**src/rtl/ntt_stage_scheduler_if.sv**
```systemverilog
// Handshake and array/memory control bundle between the NTT stage scheduler and its host.
// SCHED_PERF_EN adds the cycle_count observation signal.
interface ntt_stage_scheduler_if #(
  parameter int N_BATCH  = 8,
  parameter int N_STAGES = 11,
  parameter int LUT_SIZE = 1360
);
  localparam int WW = $clog2(LUT_SIZE);
  localparam int BW = (N_BATCH > 1) ? $clog2(N_BATCH) : 1;
  localparam int SW = (N_STAGES > 1) ? $clog2(N_STAGES) : 1;

  logic          start;
  logic          op;
  logic          swap_in;
  logic          busy;
  logic          done;
  logic          bf_mode;
  logic          bf_swap;
  logic [WW-1:0] w_idx;
  logic          rd_en;
  logic [BW-1:0] rd_addr;
  logic          wr_en;
  logic [BW-1:0] wr_addr;
  logic [SW-1:0] stage;
`ifdef SCHED_PERF_EN
  logic [15:0]   cycle_count;
`endif

  modport master (
`ifdef SCHED_PERF_EN
    input  cycle_count,
`endif
    output start, op, swap_in,
    input  busy, done, bf_mode, bf_swap, w_idx, rd_en, rd_addr, wr_en, wr_addr, stage
  );

  modport slave (
`ifdef SCHED_PERF_EN
    output cycle_count,
`endif
    input  start, op, swap_in,
    output busy, done, bf_mode, bf_swap, w_idx, rd_en, rd_addr, wr_en, wr_addr, stage
  );
endinterface

```
**src/rtl/ntt_stage_scheduler.sv**
```systemverilog
// Sequencer for the butterfly array: runs a full NTT or one pointwise-multiply pass.
// Optional SCHED_PERF_EN adds a saturating busy-cycle counter (cycle_count).
//
//   state | meaning
//   IDLE  | waiting for start; outputs hold, no memory traffic
//   ISSUE | one batch read per cycle, twiddle index driven to the array
//   DRAIN | PIPE_LAT quiet cycles so the stage's write-back completes
//   DONE  | one-cycle done pulse, back to IDLE
module ntt_stage_scheduler #(
  parameter int N_BATCH  = 8,
  parameter int N_STAGES = 11,
  parameter int PIPE_LAT = 6,
  parameter int LUT_SIZE = 1360,
  parameter int MUL_BASE = 1344
) (
  input  logic                  clk_i,
  input  logic                  rst_ni,
  ntt_stage_scheduler_if.slave  bus_if
);

  localparam int WW = $clog2(LUT_SIZE);
  localparam int BW = (N_BATCH > 1) ? $clog2(N_BATCH) : 1;
  localparam int SW = (N_STAGES > 1) ? $clog2(N_STAGES) : 1;
  localparam int DW = (PIPE_LAT > 1) ? $clog2(PIPE_LAT) : 1;

  localparam logic [1:0] ST_IDLE  = 2'd0;
  localparam logic [1:0] ST_ISSUE = 2'd1;
  localparam logic [1:0] ST_DRAIN = 2'd2;
  localparam logic [1:0] ST_DONE  = 2'd3;

  logic [1:0]    state_q, state_d;
  logic          op_q, op_d;
  logic          swap_q, swap_d;
  logic [BW-1:0] batch_q, batch_d;
  logic [SW-1:0] stage_q, stage_d;
  logic [DW-1:0] drain_q, drain_d;
  logic          mode_hold_q, mode_hold_d;
  logic          swap_hold_q, swap_hold_d;
  logic [WW-1:0] widx_hold_q, widx_hold_d;

  logic          dly_en_q   [PIPE_LAT];
  logic [BW-1:0] dly_addr_q [PIPE_LAT];

  logic          is_issue;
  logic [WW-1:0] issue_widx;

  assign is_issue = (state_q == ST_ISSUE);

  // NTT twiddles run contiguously across stages; the multiply pass uses the constant rows.
  always_comb begin
    if (op_q) begin
      issue_widx = WW'(MUL_BASE) + WW'(batch_q);
    end else begin
      issue_widx = WW'(stage_q) * WW'(N_BATCH) + WW'(batch_q);
    end
  end

  always_comb begin
    state_d     = state_q;
    op_d        = op_q;
    swap_d      = swap_q;
    batch_d     = batch_q;
    stage_d     = stage_q;
    drain_d     = drain_q;
    mode_hold_d = mode_hold_q;
    swap_hold_d = swap_hold_q;
    widx_hold_d = widx_hold_q;
    case (state_q)
      ST_IDLE: begin
        if (bus_if.start) begin
          op_d    = bus_if.op;
          swap_d  = bus_if.swap_in;
          batch_d = '0;
          stage_d = '0;
          state_d = ST_ISSUE;
        end
      end
      ST_ISSUE: begin
        mode_hold_d = op_q;
        swap_hold_d = op_q & swap_q;
        widx_hold_d = issue_widx;
        if (batch_q == BW'(N_BATCH - 1)) begin
          batch_d = '0;
          drain_d = DW'(PIPE_LAT - 1);
          state_d = ST_DRAIN;
        end else begin
          batch_d = batch_q + BW'(1);
        end
      end
      ST_DRAIN: begin
        if (drain_q == '0) begin
          if (!op_q && (stage_q < SW'(N_STAGES - 1))) begin
            stage_d = stage_q + SW'(1);
            state_d = ST_ISSUE;
          end else begin
            state_d = ST_DONE;
          end
        end else begin
          drain_d = drain_q - DW'(1);
        end
      end
      ST_DONE: begin
        state_d = ST_IDLE;
      end
      default: begin
        state_d = ST_IDLE;
      end
    endcase
  end

  always_ff @(posedge clk_i or negedge rst_ni) begin
    if (!rst_ni) begin
      state_q     <= ST_IDLE;
      op_q        <= 1'b0;
      swap_q      <= 1'b0;
      batch_q     <= '0;
      stage_q     <= '0;
      drain_q     <= '0;
      mode_hold_q <= 1'b0;
      swap_hold_q <= 1'b0;
      widx_hold_q <= '0;
    end else begin
      state_q     <= state_d;
      op_q        <= op_d;
      swap_q      <= swap_d;
      batch_q     <= batch_d;
      stage_q     <= stage_d;
      drain_q     <= drain_d;
      mode_hold_q <= mode_hold_d;
      swap_hold_q <= swap_hold_d;
      widx_hold_q <= widx_hold_d;
    end
  end

  // Write-back tracks reads through the array latency regardless of FSM state.
  always_ff @(posedge clk_i or negedge rst_ni) begin
    if (!rst_ni) begin
      for (int i = 0; i < PIPE_LAT; i++) begin
        dly_en_q[i]   <= 1'b0;
        dly_addr_q[i] <= '0;
      end
    end else begin
      dly_en_q[0]   <= is_issue;
      dly_addr_q[0] <= batch_q;
      for (int i = 1; i < PIPE_LAT; i++) begin
        dly_en_q[i]   <= dly_en_q[i-1];
        dly_addr_q[i] <= dly_addr_q[i-1];
      end
    end
  end

  assign bus_if.busy    = (state_q != ST_IDLE);
  assign bus_if.done    = (state_q == ST_DONE);
  assign bus_if.rd_en   = is_issue;
  assign bus_if.rd_addr = batch_q;
  assign bus_if.bf_mode = is_issue ? op_q : mode_hold_q;
  assign bus_if.bf_swap = is_issue ? (op_q & swap_q) : swap_hold_q;
  assign bus_if.w_idx   = is_issue ? issue_widx : widx_hold_q;
  assign bus_if.stage   = stage_q;
  assign bus_if.wr_en   = dly_en_q[PIPE_LAT-1];
  assign bus_if.wr_addr = dly_addr_q[PIPE_LAT-1];

`ifdef SCHED_PERF_EN
  logic [15:0] cyc_cnt_q;

  always_ff @(posedge clk_i or negedge rst_ni) begin
    if (!rst_ni) begin
      cyc_cnt_q <= '0;
    end else if ((state_q == ST_IDLE) && bus_if.start) begin
      cyc_cnt_q <= '0;
    end else if ((state_q != ST_IDLE) && (cyc_cnt_q != 16'hFFFF)) begin
      cyc_cnt_q <= cyc_cnt_q + 16'd1;
    end
  end

  assign bus_if.cycle_count = cyc_cnt_q;
`endif

endmodule
```
**src/flat_wrapper.sv**
```systemverilog
// flat-port wrapper written by rule: the top's interface ports become plain ports
module ntt_stage_scheduler_flat 
#(
  parameter int N_BATCH  = 8,
  parameter int N_STAGES = 11,
  parameter int PIPE_LAT = 6,
  parameter int LUT_SIZE = 1360,
  parameter int MUL_BASE = 1344
)
  (clk_i, rst_ni, bus_if_start, bus_if_op, bus_if_swap_in, bus_if_busy, bus_if_done, bus_if_bf_mode, bus_if_bf_swap, bus_if_w_idx, bus_if_rd_en, bus_if_rd_addr, bus_if_wr_en, bus_if_wr_addr, bus_if_stage);
  ntt_stage_scheduler_if #(.N_BATCH(N_BATCH), .N_STAGES(N_STAGES), .LUT_SIZE(LUT_SIZE)) bus_if_i ();
  input  logic clk_i;
  input  logic rst_ni;
  input wire logic [$bits(bus_if_i.start)-1:0] bus_if_start;
  input wire logic [$bits(bus_if_i.op)-1:0] bus_if_op;
  input wire logic [$bits(bus_if_i.swap_in)-1:0] bus_if_swap_in;
  output wire logic [$bits(bus_if_i.busy)-1:0] bus_if_busy;
  output wire logic [$bits(bus_if_i.done)-1:0] bus_if_done;
  output wire logic [$bits(bus_if_i.bf_mode)-1:0] bus_if_bf_mode;
  output wire logic [$bits(bus_if_i.bf_swap)-1:0] bus_if_bf_swap;
  output wire logic [$bits(bus_if_i.w_idx)-1:0] bus_if_w_idx;
  output wire logic [$bits(bus_if_i.rd_en)-1:0] bus_if_rd_en;
  output wire logic [$bits(bus_if_i.rd_addr)-1:0] bus_if_rd_addr;
  output wire logic [$bits(bus_if_i.wr_en)-1:0] bus_if_wr_en;
  output wire logic [$bits(bus_if_i.wr_addr)-1:0] bus_if_wr_addr;
  output wire logic [$bits(bus_if_i.stage)-1:0] bus_if_stage;
  assign bus_if_i.start = bus_if_start;
  assign bus_if_i.op = bus_if_op;
  assign bus_if_i.swap_in = bus_if_swap_in;
  assign bus_if_busy = bus_if_i.busy;
  assign bus_if_done = bus_if_i.done;
  assign bus_if_bf_mode = bus_if_i.bf_mode;
  assign bus_if_bf_swap = bus_if_i.bf_swap;
  assign bus_if_w_idx = bus_if_i.w_idx;
  assign bus_if_rd_en = bus_if_i.rd_en;
  assign bus_if_rd_addr = bus_if_i.rd_addr;
  assign bus_if_wr_en = bus_if_i.wr_en;
  assign bus_if_wr_addr = bus_if_i.wr_addr;
  assign bus_if_stage = bus_if_i.stage;
  ntt_stage_scheduler #(.N_BATCH(N_BATCH), .N_STAGES(N_STAGES), .PIPE_LAT(PIPE_LAT), .LUT_SIZE(LUT_SIZE), .MUL_BASE(MUL_BASE)) u_core (.clk_i(clk_i), .rst_ni(rst_ni), .bus_if(bus_if_i));
endmodule
```
**config.mk**
```make
export PLATFORM = sky130hd
export DESIGN_NAME = ntt_stage_scheduler_flat
export DESIGN_NICKNAME = d
export VERILOG_FILES = /design/src/rtl/ntt_stage_scheduler_if.sv /design/src/rtl/ntt_stage_scheduler.sv /design/src/flat_wrapper.sv
export SDC_FILE = /design/constraint.sdc
export NUM_CORES = 1
export LEC_CHECK = 0
export CAP_MARGIN = 30
export CORE_MARGIN = 2
export CORE_UTILIZATION = 54
export CTS_BUF_LIST = sky130_fd_sc_hd__clkbuf_8
export CTS_CLUSTER_SIZE = 30
export DETAILED_ROUTE_END_ITERATION = 8
export GPL_TIMING_DRIVEN = 0
export PLACE_DENSITY = 0.81
export SLEW_MARGIN = 5
export SYNTH_ARGS = -nofsm -noshare
export SYNTH_HDL_FRONTEND = slang
export SYNTH_SLANG_ARGS = --single-unit
```
**constraint.sdc**
```tcl
create_clock -name clk_i -period 2.21 [get_ports clk_i]
set_clock_uncertainty 0.1 [all_clocks]
set_input_delay 0.442 -clock clk_i [delete_from_list [all_inputs] [get_ports clk_i]]
set_output_delay 0.442 -clock clk_i [all_outputs]
set_load 0.05 [all_outputs]
```
==> results.yml, run 1 <==
status:
  outcome: "complete, no violations"
power_and_ir_drop:
  p_leak_nw: 1.29
  p_per_area_mw_per_mm2: 1410
  irDropWorstVdd_mv: 0.792
  p_total_mw: 3.60
worst_setup_path:
  critPathLaunchType: "flop"
  end_kind: "output pin"
  cp_data_arrival_time_ns: 1.62
  path_max_fanout: 6
  cp.required_ns: 1.67
  worstSetupPathType: "flop to output pin"
timing:
  hold_viol: 0
  drv_slew: 0
  min_period_over_period: 0.979
  setup_ws_ns: 0.0471
  report.final.setup_viol: 0
  clock.fmax_ghz: 0.462
  rsz0062_at_grt: "yes"
  finalCriticalPeriod_ns: 2.16
  final.setup.tns_ns: 0
  relSlewSlack: 0.661
  timing_worst_slew_pin_value_ns: 0.507
cts:
  clock_sinks: 51
  clk_pin_slew_ns: 0.10
  h-tree-depth: 2
  numCtsBuffers: 5
  clockBufferDepth: 2
  cts_root_buf: "clkbuf_8"
  cts_tree: "done"
  clk_latency_ns: 0.31
grt:
  antenna_found_initial: 0
  grt_overflow_total: 0
  grt_pass1_vias: 1198
  grt_max_degree: 36
  grt_pass1_wl_mm: 5.69
  grt.total_usage: 0.183
drt:
  drt_iter0_drc: 50
  vias_per_cell: 5.33
  wirelength_mm: 3.56
  wl_met1_mm: 1.64
  drt_pass1_iterations: 4
  drc_errors: 0
  met2WireLength_mm: 1.72
  route.antenna.remaining_nets: 0
  top_layer: "met4"
  wire_per_inst_um: 14.7
  met3WireLength_um: 165
  via_count: 1289
logic_synthesis:
  synth_cell_types: 34
  ys_async_sr_fraction: 1.00
  ys.flop_type: "dfrtp_1"
  yosysSeqAreaShare: 0.654
  synth_nets: 166
  ys_ff_latch: 51
  synth_cells: 152
  synth_area_mm2: 0.00195
  avgSynthCellArea_um2: 12.8
  yosys_warnings: 0
  synth_edf_count: 0
cells_and_area:
  nets: 209
  instances_no_fill: 242
  final_cell_mix: "dfrtp_1 (50), inv_1 (12), nand2_1 (11), clkdlybuf4s50_1 (11), buf_6 (10)"
  drive_above_1_share: 0.286
  regArea_mm2: 0.00128
  nFillCells: 218
  areaGrowthSynthToFinish_pct: 31.0
  multiInputGateArea_um2: 639
  diodes: 0
  final_core_util: 0.748
  final_common_cell: "dfrtp_1"
floorplanning:
  die_y_um: 64.1
  initial_utilization: 0.571
  ios: 32
  dieArea_mm2: 0.00411
  die_w_um: 64.1
  coreArea_mm2: 0.00342
  rows: 21
run:
  maxCapViolCount: 0
placed_design:
  post-place-ws_ns: -0.556
  dp.cells: 230
  gp_congestion: 0.783
  dp_hpwl_mm: 2.49
  io_buffers: 31
min_path:
  hp-class: "flop to flop"
-- power breakdown --
part	internal, mW	switching (mW)	total (mW)
Clock	0.233	0.327	0.560
Sequential	1.09	0.117	1.21
Combinational	0.697	1.13	1.83
-- metal layers --
layer	up-vias	track usage
li1	605	-
met1	646	0.236
met2	34	0.297
met3	4	0.0599
met4	0	0.0559
met5	-	0
-- critical path, cell delays in order, from the launching register on --
cell	delay, ns
dfrtp_1	0.41
inv_2	0.08
ha_4	0.19
buf_8	0.13
mux2_2	0.35
buf_6	0.16
-- synth_stat cells (2+ instances only) --
cell type	count	area share
nand2_1	11	0.021
a22o_1	2	0.0090
dfrtp_1	51	0.65
nor2_1	4	0.0077
nand3_1	8	0.021
ha_1	9	0.058
nor2b_1	4	0.013
buf_4	3	0.012
nand4_1	2	0.0064
a21oi_1	2	0.0051
buf_2	2	0.0051
o21ai_0	14	0.036
inv_1	13	0.025
mux2_2	6	0.035
o21a_1	2	0.0077
-- area by class of cell --
class                           instances  share of cell area
Sequential cell                        51               0.500
Multi-Input combinational cell         82               0.250
Timing Repair Buffer                   36               0.148
Clock buffer                            5              0.0269
Buffer                                  6              0.0225
Tap cell                               46              0.0225
Inverter                               13              0.0191
Clock inverter                          3              0.0103
-- sequential cells by signal (all words and copies together) (netlist names) --
register               flops
u_core.bus_if.rd_addr      3
u_core.bus_if.stage        4
u_core.bus_if.wr_addr      3
u_core.bus_if.wr_en        1
u_core.dly_addr_q         15
u_core.dly_en_q            5
u_core.drain_q             3
u_core.mode_hold_q         1
u_core.op_q                1
u_core.state_q             2
u_core.swap_hold_q         1
u_core.swap_q              1
u_core.widx_hold_q        11
-- worst paths after layout --
check                                          from                endpoint  slack (ns)  depth (start not counted)
max                               u_core.state_q[1]         bus_if_w_idx[0]        0.05                          5
min                           u_core.dly_addr_q[14]   u_core.dly_addr_q[11]        0.25                          0
max reg2reg                u_core.bus_if.rd_addr[0]       u_core.drain_q[1]        0.42                          6
min reg2reg                   u_core.dly_addr_q[14]   u_core.dly_addr_q[11]        0.25                          0
max in group asynchronous                    rst_ni   u_core.widx_hold_q[2]        1.01                          3
min in group asynchronous                    rst_ni  u_core.widx_hold_q[10]        0.49                          2
-- through the flow --
stage          area [um2]  hold slack [ns]
2_1_floorplan        1980           0.0464
3_5_place_dp         2370            0.235
6_report             2550            0.254
3_3_place_gp         2350            0.231
4_1_cts              2490            0.257
5_1_grt              2550            0.247
-- logic make-up after synthesis --
logic type / share of synthesized area
fa+ha+maj: 0.0577
buf+inv: 0.0436
compound gates: 0.0943
simple gates: 0.110
flops: 0.654
mux: 0.0398
-- what timing repair did --
action,4_1_cts,5_1_grt
endpoints found under the setup margin,16,14
hold buffers,1,0
resized for setup,94,10
hold endpoints to repair,16,0
gates cloned,0,1
pin swaps,0,0
setup buffers,1,1
(Power assumes the default switching activity.)
==> inputs of run 2 (changes only) <==
--- a/config.mk
+++ b/config.mk
@@ -12,8 +12,8 @@
 export CTS_CLUSTER_SIZE = 30
 export DETAILED_ROUTE_END_ITERATION = 8
 export GPL_TIMING_DRIVEN = 0
+export HOLD_SLACK_MARGIN = 0.12
 export PLACE_DENSITY = 0.81
-export SLEW_MARGIN = 5
 export SYNTH_ARGS = -nofsm -noshare
 export SYNTH_HDL_FRONTEND = slang
 export SYNTH_SLANG_ARGS = --single-unit
==> results of run 2 <==
Same layout as run 1: the final DEF is identical, and so are final timing and power.
